--- config.mk ---
export PLATFORM = sky130hd
export DESIGN_NAME = decode_in_queue
export DESIGN_NICKNAME = d
export VERILOG_FILES = /design/src/rtl/decode_in_queue.sv
export SDC_FILE = /design/constraint.sdc
export NUM_CORES = 1
export LEC_CHECK = 0
export CAP_MARGIN = 30
export CORE_MARGIN = 4
export CORE_UTILIZATION = 60
export CTS_BUF_LIST = sky130_fd_sc_hd__clkbuf_8
export CTS_CLUSTER_DIAMETER = 120
export DETAILED_ROUTE_END_ITERATION = 10
export PLACE_DENSITY = 0.83
export REMOVE_ABC_BUFFERS = 1
export SLEW_MARGIN = 0
export SYNTH_ARGS = -nofsm -noshare
export SYNTH_HDL_FRONTEND = slang
export SYNTH_SLANG_ARGS = --single-unit
--- constraint.sdc ---
create_clock -name clock -period 16.2 [get_ports clock]
set_clock_uncertainty 0.05 [all_clocks]
set_input_delay 4.05 -clock clock [delete_from_list [all_inputs] [get_ports clock]]
set_output_delay 4.05 -clock clock [all_outputs]
set_load 0.02 [all_outputs]
--- src/rtl/decode_in_queue.sv ---
// ----------------------------------------------------------------------------
// decode_in_queue
//
// Instruction staging queue between fetch and decode of the LC3 pipeline.
// Every enable_decode beat captures {dout, npc_in, psr} into a DEPTH-entry
// circular FIFO. The oldest entry is presented to decode over a valid/ready
// handshake. in_stall back-pressures fetch when the queue is full. flush
// discards all entries in a single cycle on branch or trap redirects.
//
// Parameters
//   INSTR_W  instruction width            (dout, out_instr)
//   ADDR_W   next-PC width                (npc_in, out_npc)
//   PSR_W    PSR/NZP width                (psr, out_psr)
//   DEPTH    entry count, power of two, >= 2
//
// Ports
//   clock          in   sole clock, rising edge
//   reset          in   asynchronous active-high reset, clears all state
//   enable_decode  in   push request; dout/npc_in/psr are valid this cycle
//   dout           in   fetched instruction word
//   npc_in         in   PC+1 of the instruction
//   psr            in   PSR snapshot
//   flush          in   discard all entries (overrides push and pop)
//   in_stall       out  queue full; fetch must hold its outputs
//   out_valid      out  head entry available
//   out_ready      in   decode accepts the head this cycle
//   out_instr      out  head instruction
//   out_npc        out  head next-PC
//   out_psr        out  head PSR
//   count          out  current occupancy, 0..DEPTH
//   drop           out  one-cycle pulse: a push was lost to overflow
//
// Configuration macro
//   DECODE_IN_Q_BYPASS_EN  when defined, an empty queue forwards the input
//                          combinationally to out_* if decode is ready, and
//                          no entry is written. When undefined, the minimum
//                          latency is one cycle and out_* depend only on
//                          registers.
// ----------------------------------------------------------------------------
module decode_in_queue #(
   parameter int INSTR_W = 16,
   parameter int ADDR_W  = 16,
   parameter int PSR_W   = 3,
   parameter int DEPTH   = 4,
   localparam int CNT_W  = $clog2(DEPTH + 1)
) (
   input  logic               clock,
   input  logic               reset,
   input  logic               enable_decode,
   input  logic [INSTR_W-1:0] dout,
   input  logic [ADDR_W-1:0]  npc_in,
   input  logic [PSR_W-1:0]   psr,
   input  logic               flush,
   output logic               in_stall,
   output logic               out_valid,
   input  logic               out_ready,
   output logic [INSTR_W-1:0] out_instr,
   output logic [ADDR_W-1:0]  out_npc,
   output logic [PSR_W-1:0]   out_psr,
   output logic [CNT_W-1:0]   count,
   output logic               drop
);

   localparam int PTR_W = $clog2(DEPTH);

   typedef struct packed {
      logic [INSTR_W-1:0] instr;
      logic [ADDR_W-1:0]  npc;
      logic [PSR_W-1:0]   psr;
   } entry_t;

   entry_t             mem [DEPTH];
   logic [PTR_W-1:0]   wr_ptr;
   logic [PTR_W-1:0]   rd_ptr;
   logic               full;
   logic               not_empty;
   logic               bypass;
   logic               pop;
   logic               push;
   entry_t             in_entry;
   entry_t             head;

   assign in_entry  = '{instr: dout, npc: npc_in, psr: psr};
   assign head      = mem[rd_ptr];
   assign full      = (count == CNT_W'(DEPTH));
   assign not_empty = (count != '0);

`ifdef DECODE_IN_Q_BYPASS_EN
   // Empty queue with a ready consumer: the beat goes straight through and
   // is never stored. A flush in the same cycle kills the forwarded beat.
   assign bypass = ~not_empty & enable_decode & out_ready & ~flush;
`else
   assign bypass = 1'b0;
`endif

   // Only a stored entry can be popped; a bypassed beat never touches state.
   assign pop  = not_empty & out_ready;
   // A pop frees the slot, so a full queue still accepts a same-cycle push.
   assign push = enable_decode & (~full | pop) & ~bypass;

   assign in_stall  = full;
   assign out_valid = not_empty | bypass;

   // NOTE: every signal assigned in always_comb gets a default first, so no
   // path through the block can leave it unassigned and infer a latch.
   always_comb begin
      out_instr = head.instr;
      out_npc   = head.npc;
      out_psr   = head.psr;
      if (bypass) begin
         out_instr = in_entry.instr;
         out_npc   = in_entry.npc;
         out_psr   = in_entry.psr;
      end
   end

   // NOTE: storage is reset along with the pointers because out_* are read
   // straight from mem and must be zero after reset; sequential state is
   // updated only with non-blocking assignments so all registers sample the
   // same pre-edge values.
   always_ff @(posedge clock or posedge reset) begin
      if (reset) begin
         wr_ptr <= '0;
         rd_ptr <= '0;
         count  <= '0;
         drop   <= 1'b0;
         for (int i = 0; i < DEPTH; i++) begin
            mem[i] <= '0;
         end
      end else begin
         // Overflow: the push is refused, contents untouched. A flush
         // supersedes the lost push, so no drop is reported then.
         drop <= enable_decode & full & ~pop & ~flush;

         if (flush) begin
            wr_ptr <= '0;
            rd_ptr <= '0;
            count  <= '0;
         end else begin
            if (push) begin
               mem[wr_ptr] <= in_entry;
               wr_ptr      <= wr_ptr + PTR_W'(1);
            end
            if (pop) begin
               rd_ptr <= rd_ptr + PTR_W'(1);
            end
            if (push && !pop) begin
               count <= count + CNT_W'(1);
            end else if (pop && !push) begin
               count <= count - CNT_W'(1);
            end
         end
      end
   end

endmodule
==> flow_summary.yaml <==
drt:
  wirelength_um: 13500
  vias: 3733
  antenna_left: 0
  initialDrtViolationCount: 274
  firstDrtPassIters: 4
  drc: 0
  viasPerCell: 5.907
  wl_per_cell_um: 21.35
floorplan:
  core_area_sq_um: 11560
  die_w_um: 117.3
  die_area_sq_um: 13760
  chipHeight_um: 117.3
  pin_count: 81
  num_rows: 39
  initial_utilization_pct: 61.98
worst_setup_path:
  path_class: "reg2out"
  reg2reg_slack_ns: 14.06
  reg2reg_from: "count[2]"
  endpoint_kind: "primary output"
  crit_fanout: 28
  critPathLaunch: "rd_ptr[0]"
  r2r_cells: 3
  cp-start-kind: "flip-flop"
  r2r_end: "mem[137]"
  crit_arrival_ns: 2.74
  endpoint: "out_npc[10]"
  worstPathRequired_ns: 12.10
sta:
  max_freq_mhz: 146.2
  timing.final.crit_share_pct: 42.22
  setup_tns_ns: 0
  hold_violations: 0
  max_slew_margin_pct: 36.85
  setup_viol: 0
  rsz0062_at_grt: "no"
  worst_pin_slew_ns: 0.9473
  timing_max_transition_violations_final: 0
  min_period_ns: 6.840
pwr:
  irDropWorstVdd_v: 0.0001089
  p_seq_share_pct: 39.8
  switching_share_pct: 30.05
  power.switching_mw: 0.4651
  powerDensity_nw_per_um2: 185.9
  p_int_mw: 1.082
  power_frac_comb_pct: 40.6
  clock_power_share_pct: 19.6
  p_leak_nw: 3.647
  finalPower_mw: 1.548
yosys:
  synth_top_family_by_area: "multiplexers"
  synth_cells: 407
  yosys.area_share.simple_pct: 2.583
  dominantRegCellSynth: "dfrtp_1"
  synth.area.top_cells: "dfrtp_1 52%, mux2_4 25%, mux4_2 11%"
  yosys.area.top_type: "dfrtp_1"
  synth-xor-area-share_pct: 0.3666
  synth_mux_area_share_pct: 39.73
  syn_avg_cell_area_sq_um: 17.61
  synth_compound_area_share_pct: 0.8728
  synth_edf_count: 0
  ys_ff_latch: 148
  synthAdderAreaFrac_pct: 0.9775
  syn_area_sq_um: 7168
  synth_warnings: 0
  synth.distinct_cells: 32
  ys_seq_area_share_pct: 51.67
  synth_top_area_share_pct: 51.67
  synthArstFlopShare_pct: 100.0
worst_hold_path:
  holdCritPathClass: "reg2reg"
layout:
  design_area_sq_um: 8327
  drive_gt1_share_pct: 39.67
  synthToLayoutAreaGrowth_pct: 16.16
  seq_area_sq_um: 3706
  multi_input_area_sq_um: 3192
  num_antenna_cells: 0
  fill_cells: 739
  fin_nets: 523
  fin_util_pct: 72.00
grt:
  grt_pass1_wl_um: 23090
  globalRouteMet1Util_pct: 30.13
  antenna_found_initial: 0
  met3_usage_pct: 5.390
  grt_overflow_total: 0
  grt_pass1_vias: 4234
  grt_use_met2_pct: 32.51
  grt_max_degree: 94
  grt_busiest_layer: "met2"
  grt_use_total_pct: 21.15
clock_tree:
  clock_latency_ns: 0.45
  holdBufCountCts: 0
  tritoncts: "done"
  clk_pin_slew_worst_paths_ns: 0.08
  cts_resized: 0
  htree_num_levels: 4
  cts-buffers-inserted: 17
  cts-root-buf: "clkbuf_8"
  clockBufferDepth: 2
  clkSinkCount: 148
  post_cts_buffers: 0
place:
  place_area_sq_um: 7916
  hpwl_um: 7990
  io_buffers: 80
  gp_congestion: 0.7323
flow_run:
  drv_cap: 0
status:
  status: "completed"
## cells in the mapped netlist (2+ instances only)
| cell type | count |
|---|---|
| clkbuf_1 | 4 |
| or3_1 | 2 |
| o31ai_1 | 2 |
| nor2b_1 | 3 |
| nand2b_1 | 3 |
| and2_1 | 2 |
| xor2_1 | 2 |
| ha_1 | 4 |
| mux2_1 | 22 |
| buf_6 | 18 |
| buf_2 | 5 |
| mux2_4 | 120 |
| mux4_2 | 35 |
| nor2_1 | 10 |
| inv_1 | 5 |
| and3_4 | 4 |
| buf_1 | 3 |
| dfrtp_1 | 148 |
| a31oi_1 | 2 |
## cell usage in the layout (no fill, tap or decap), drive strengths merged, types with 4 or more instances in the layout
cell type / count
and3: 4
bufinv: 4
clkbuf: 18
clkdlybuf4s50: 80
clkinv: 6
dfrtp: 148
ha: 4
inv: 7
mux2: 142
mux4: 35
nor2: 10
## cell families after synthesis
family | after synthesis
buf+inv | 35
fa+ha+maj | 5
mux | 178
compound gates | 9
simple gates | 29
flops | 148
xor+xnor | 3
## worst min path at each step
stage / start / endpoint / slack (ns) / cells after the start
final: mem[53] / mem[53] / 0.44 / 1
after global routing: mem[1] / mem[1] / 0.45 / 1
after CTS: mem[1] / mem[1] / 0.44 / 1
after detailed placement: mem[1] / mem[1] / 0.42 / 1
after global placement: mem[37] / mem[37] / 0.41 / 1
after floorplan: mem[37] / mem[37] / 0.40 / 1
## registers in the layout, indices dropped and copies added, names as in the netlist
register	count
wr_ptr	2
drop	1
mem	140
rd_ptr	2
count	3
## per-stage QoR
stage                     worst slack, ns  std cells  hold slack, ns
after floorplan                     8.120        377          0.4024
after global placement              9.768        602          0.4148
after detailed placement            9.768        602          0.4191
after CTS                           9.277        632          0.4359
after global routing                9.171        632          0.4504
final                               9.360        632          0.4350
## power by group through the flow
stage,clock (mW),sequential [mW],combinational [mW]
2_1_floorplan,0,0.600,0.434
3_3_place_gp,0,0.612,0.619
3_5_place_dp,0,0.618,0.632
4_1_cts,0.307,0.617,0.637
5_1_grt,0.326,0.638,0.667
6_report,0.303,0.616,0.628
## metal layers
metal,routed length (um),share of wire (%)
met1,6266,46
met2,6382,47
met3,634,4.7
met4,212,1.6
met5,0,0
## worst max-delay path, stage by stage, from the launching register on
cell	delay, ns
dfrtp_2	0.55
buf_4	0.54
mux4_2	0.61
clkdlybuf4s50_1	0.56
## final cells by class
type,count,share of cell area [%]
clock inverter,12,1.953
clock buffer,18,2.975
inverter,5,0.2855
timing repair buffer,82,9.797
multi-input combinational,224,38.33
tap,143,2.149
sequential,148,44.51
Note: power is estimated with default switching activity, not from simulation.
==> RTL edit (same flow settings) <==
The parameter `DEPTH` goes from 4 to 2.
--- a/src/rtl/decode_in_queue.sv
+++ b/src/rtl/decode_in_queue.sv
@@ -41,7 +41,7 @@
    parameter int INSTR_W = 16,
    parameter int ADDR_W  = 16,
    parameter int PSR_W   = 3,
-   parameter int DEPTH   = 4,
+   parameter int DEPTH   = 2,
    localparam int CNT_W  = $clog2(DEPTH + 1)
 ) (
    input  logic               clock,
Interface: changed (resized count); port bits go from 81 to 80. The function was not compared with the original's and may differ.
==> RTL edit against the unedited design <==
  * Final area decreased by 46%
  * Wire length down 52%
  * Count of clock-buffer cells in the layout decreased by 9
  * Sequential power decreased by 59%
  * Worst setup slack gained 0.45 ns
  * Area after synthesis decreased by 52%
  * Total power fell by 62%
  * Sequential cell count fell by 73
  * Clock power decreased by 49%
  * Largest power group is now registers
  * Highest routed layer unchanged
==> RTL edit: results <==
group,metric,value,unit
outcome,outcome,"completed",
clock_tree,root_buffer,"clkbuf_8",
hold_path,hold_class,"register to register",
clock_tree,clkSlewWorstSetupHoldPaths,0.07,ns
clock_tree,htreeDepth,3,
power_and_ir_drop,ir_worst_vdd,0.0000800,V
clock_tree,clkLatencyLatePin,0.34,ns
timing,tightest_slew,0.916,ns
clock_tree,clockBufferDepth,2,
place,pre_cts_slack,10.02,ns
synthesis,synthTopCellsByArea,"dfrtp_1 55%, mux2_2 25%, mux2_4 13%",
setup_path,crit_arrival,2.29,ns
synthesis,ys_seq_area_frac,0.546,
place,port_buffers,79,
synthesis,synthFlopType,"dfrtp_1",
place,hpwl,4230,um
cells_and_area,antenna_cells,0,
setup_path,path_max_fanout,29,
routing,num_vias,2030,
grt,grtUsageTotal,0.202,
grt,first_global_vias,2290,
synthesis,synth.distinct_cells,26,
routing,dr.first_iter.drc_count,56,
synthesis,synth-async-reset-ratio,1.00,
grt,grt_start_max_net_pins,76,
grt,grt_pass1_wl,11200,um
setup_path,crit_type,"register to output port",
cells_and_area,fin_nets,339,
clock_tree,cts_resized,0,
clock_tree,cts_setup_buffers,0,
routing,wire_per_inst,17.4,um
synthesis,yosys_warnings,0,
grt,antenna_found_initial,0,
setup_path,cpMaxStageDelayCell,"clkdlybuf4s50_1",
clock_tree,cts_buffers,9,
cells_and_area,reg_top3,"mem (70), count (2)",
setup_path,critPathMaxStageDelay,0.56,ns
place,place_congestion,0.713,
cells_and_area,drive_gt1_frac,0.431,
cells_and_area,n_fill_cell,342,
power_and_ir_drop,p_leak,1.91,nW
synthesis,yosys-top-cells-count,"75 x dfrtp_1, 75 x mux2_2, 30 x mux2_4, 4 x nor2_1",
routing,drt_pre_antenna_iters,4,
[RTL edit: cell types whose count changed after synthesis, moves of 17 or more]
| cell | before | now |
|---|---|---|
| mux2_4 | 120 | 30 |
| mux2_2 | 0 | 75 |
| dfrtp_1 | 148 | 75 |
| mux4_2 | 35 | 0 |
| mux2_1 | 22 | 0 |
| buf_6 | 18 | 1 |
[RTL edit: through the flow]
step	total power, mW	instance area (um2)	utilization	hold slack, ns	cells
after floorplan	0.368	3330	-	0.425	205
after global placement	0.434	4240	0.765	0.433	359
after detailed placement	0.441	4260	0.768	0.440	360
after CTS	0.599	4470	0.808	0.457	376
after global routing	0.624	4470	0.808	0.468	376
final	0.594	4470	0.808	0.453	376
[RTL edit: layout make-up]
class | count | area (um2) | area share
inverter | 3 | 11.3 | 0.00252
clock inverter | 7 | 93.8 | 0.0210
timing repair buffer | 83 | 833 | 0.186
sequential | 75 | 1880 | 0.419
multi-input combinational | 127 | 1450 | 0.323
tap | 72 | 90.1 | 0.0201
clock buffer | 9 | 124 | 0.0277
[RTL edit: logic make-up (layout without fill, tap and decap cells)]
logic type                after synthesis  count (layout)  share of synthesized area
buffers and inverters                  15             102                     0.0339
muxes                                 105             105                      0.377
AOI/OAI and AO/OA                       5               5                    0.00983
DFF                                    75              75                      0.546
and+or+nand+nor                        15              15                     0.0284
xor gates and xnor gates                2               2                    0.00510
[RTL edit: report_power, final]
group | switching (mW) | internal (mW) | total, mW
Combinational | 0.0705 | 0.112 | 0.183
Clock | 0.0697 | 0.0864 | 0.156
Sequential | 0.0239 | 0.231 | 0.255
Total | 0.164 | 0.430 | 0.594
[RTL edit: path summary, 6_finish.rpt]
| path | to | slack, ns | from | depth (start not counted) |
|---|---|---|---|---|
| max | out_npc[15] | 9.81 | rd_ptr | 3 |
| min in group asynchronous | mem[19] | 4.26 | reset | 3 |
| max reg2reg | mem[33] | 14.10 | count[1] | 4 |
| min | mem[39] | 0.45 | mem[39] | 1 |
| min reg2reg | mem[39] | 0.45 | mem[39] | 1 |
| max in group asynchronous | mem[65] | 11.25 | reset | 3 |
[RTL edit: layer usage]
layer | wire [um] | vias up | share of wire | GRT usage
met5 | 0 | - | 0 | 0
met4 | 94 | 0 | 0.014 | 0.0716
met3 | 341 | 12 | 0.052 | 0.0513
met2 | 3080 | 63 | 0.47 | 0.317
met1 | 3030 | 1015 | 0.46 | 0.272
li1 | - | 940 | - | -
[RTL edit: critical path: cells and delay by family (launching register included)]
family   cells  cell delay (ns)
mux          1             0.39
buf+inv      2             1.01
flops        1             0.55
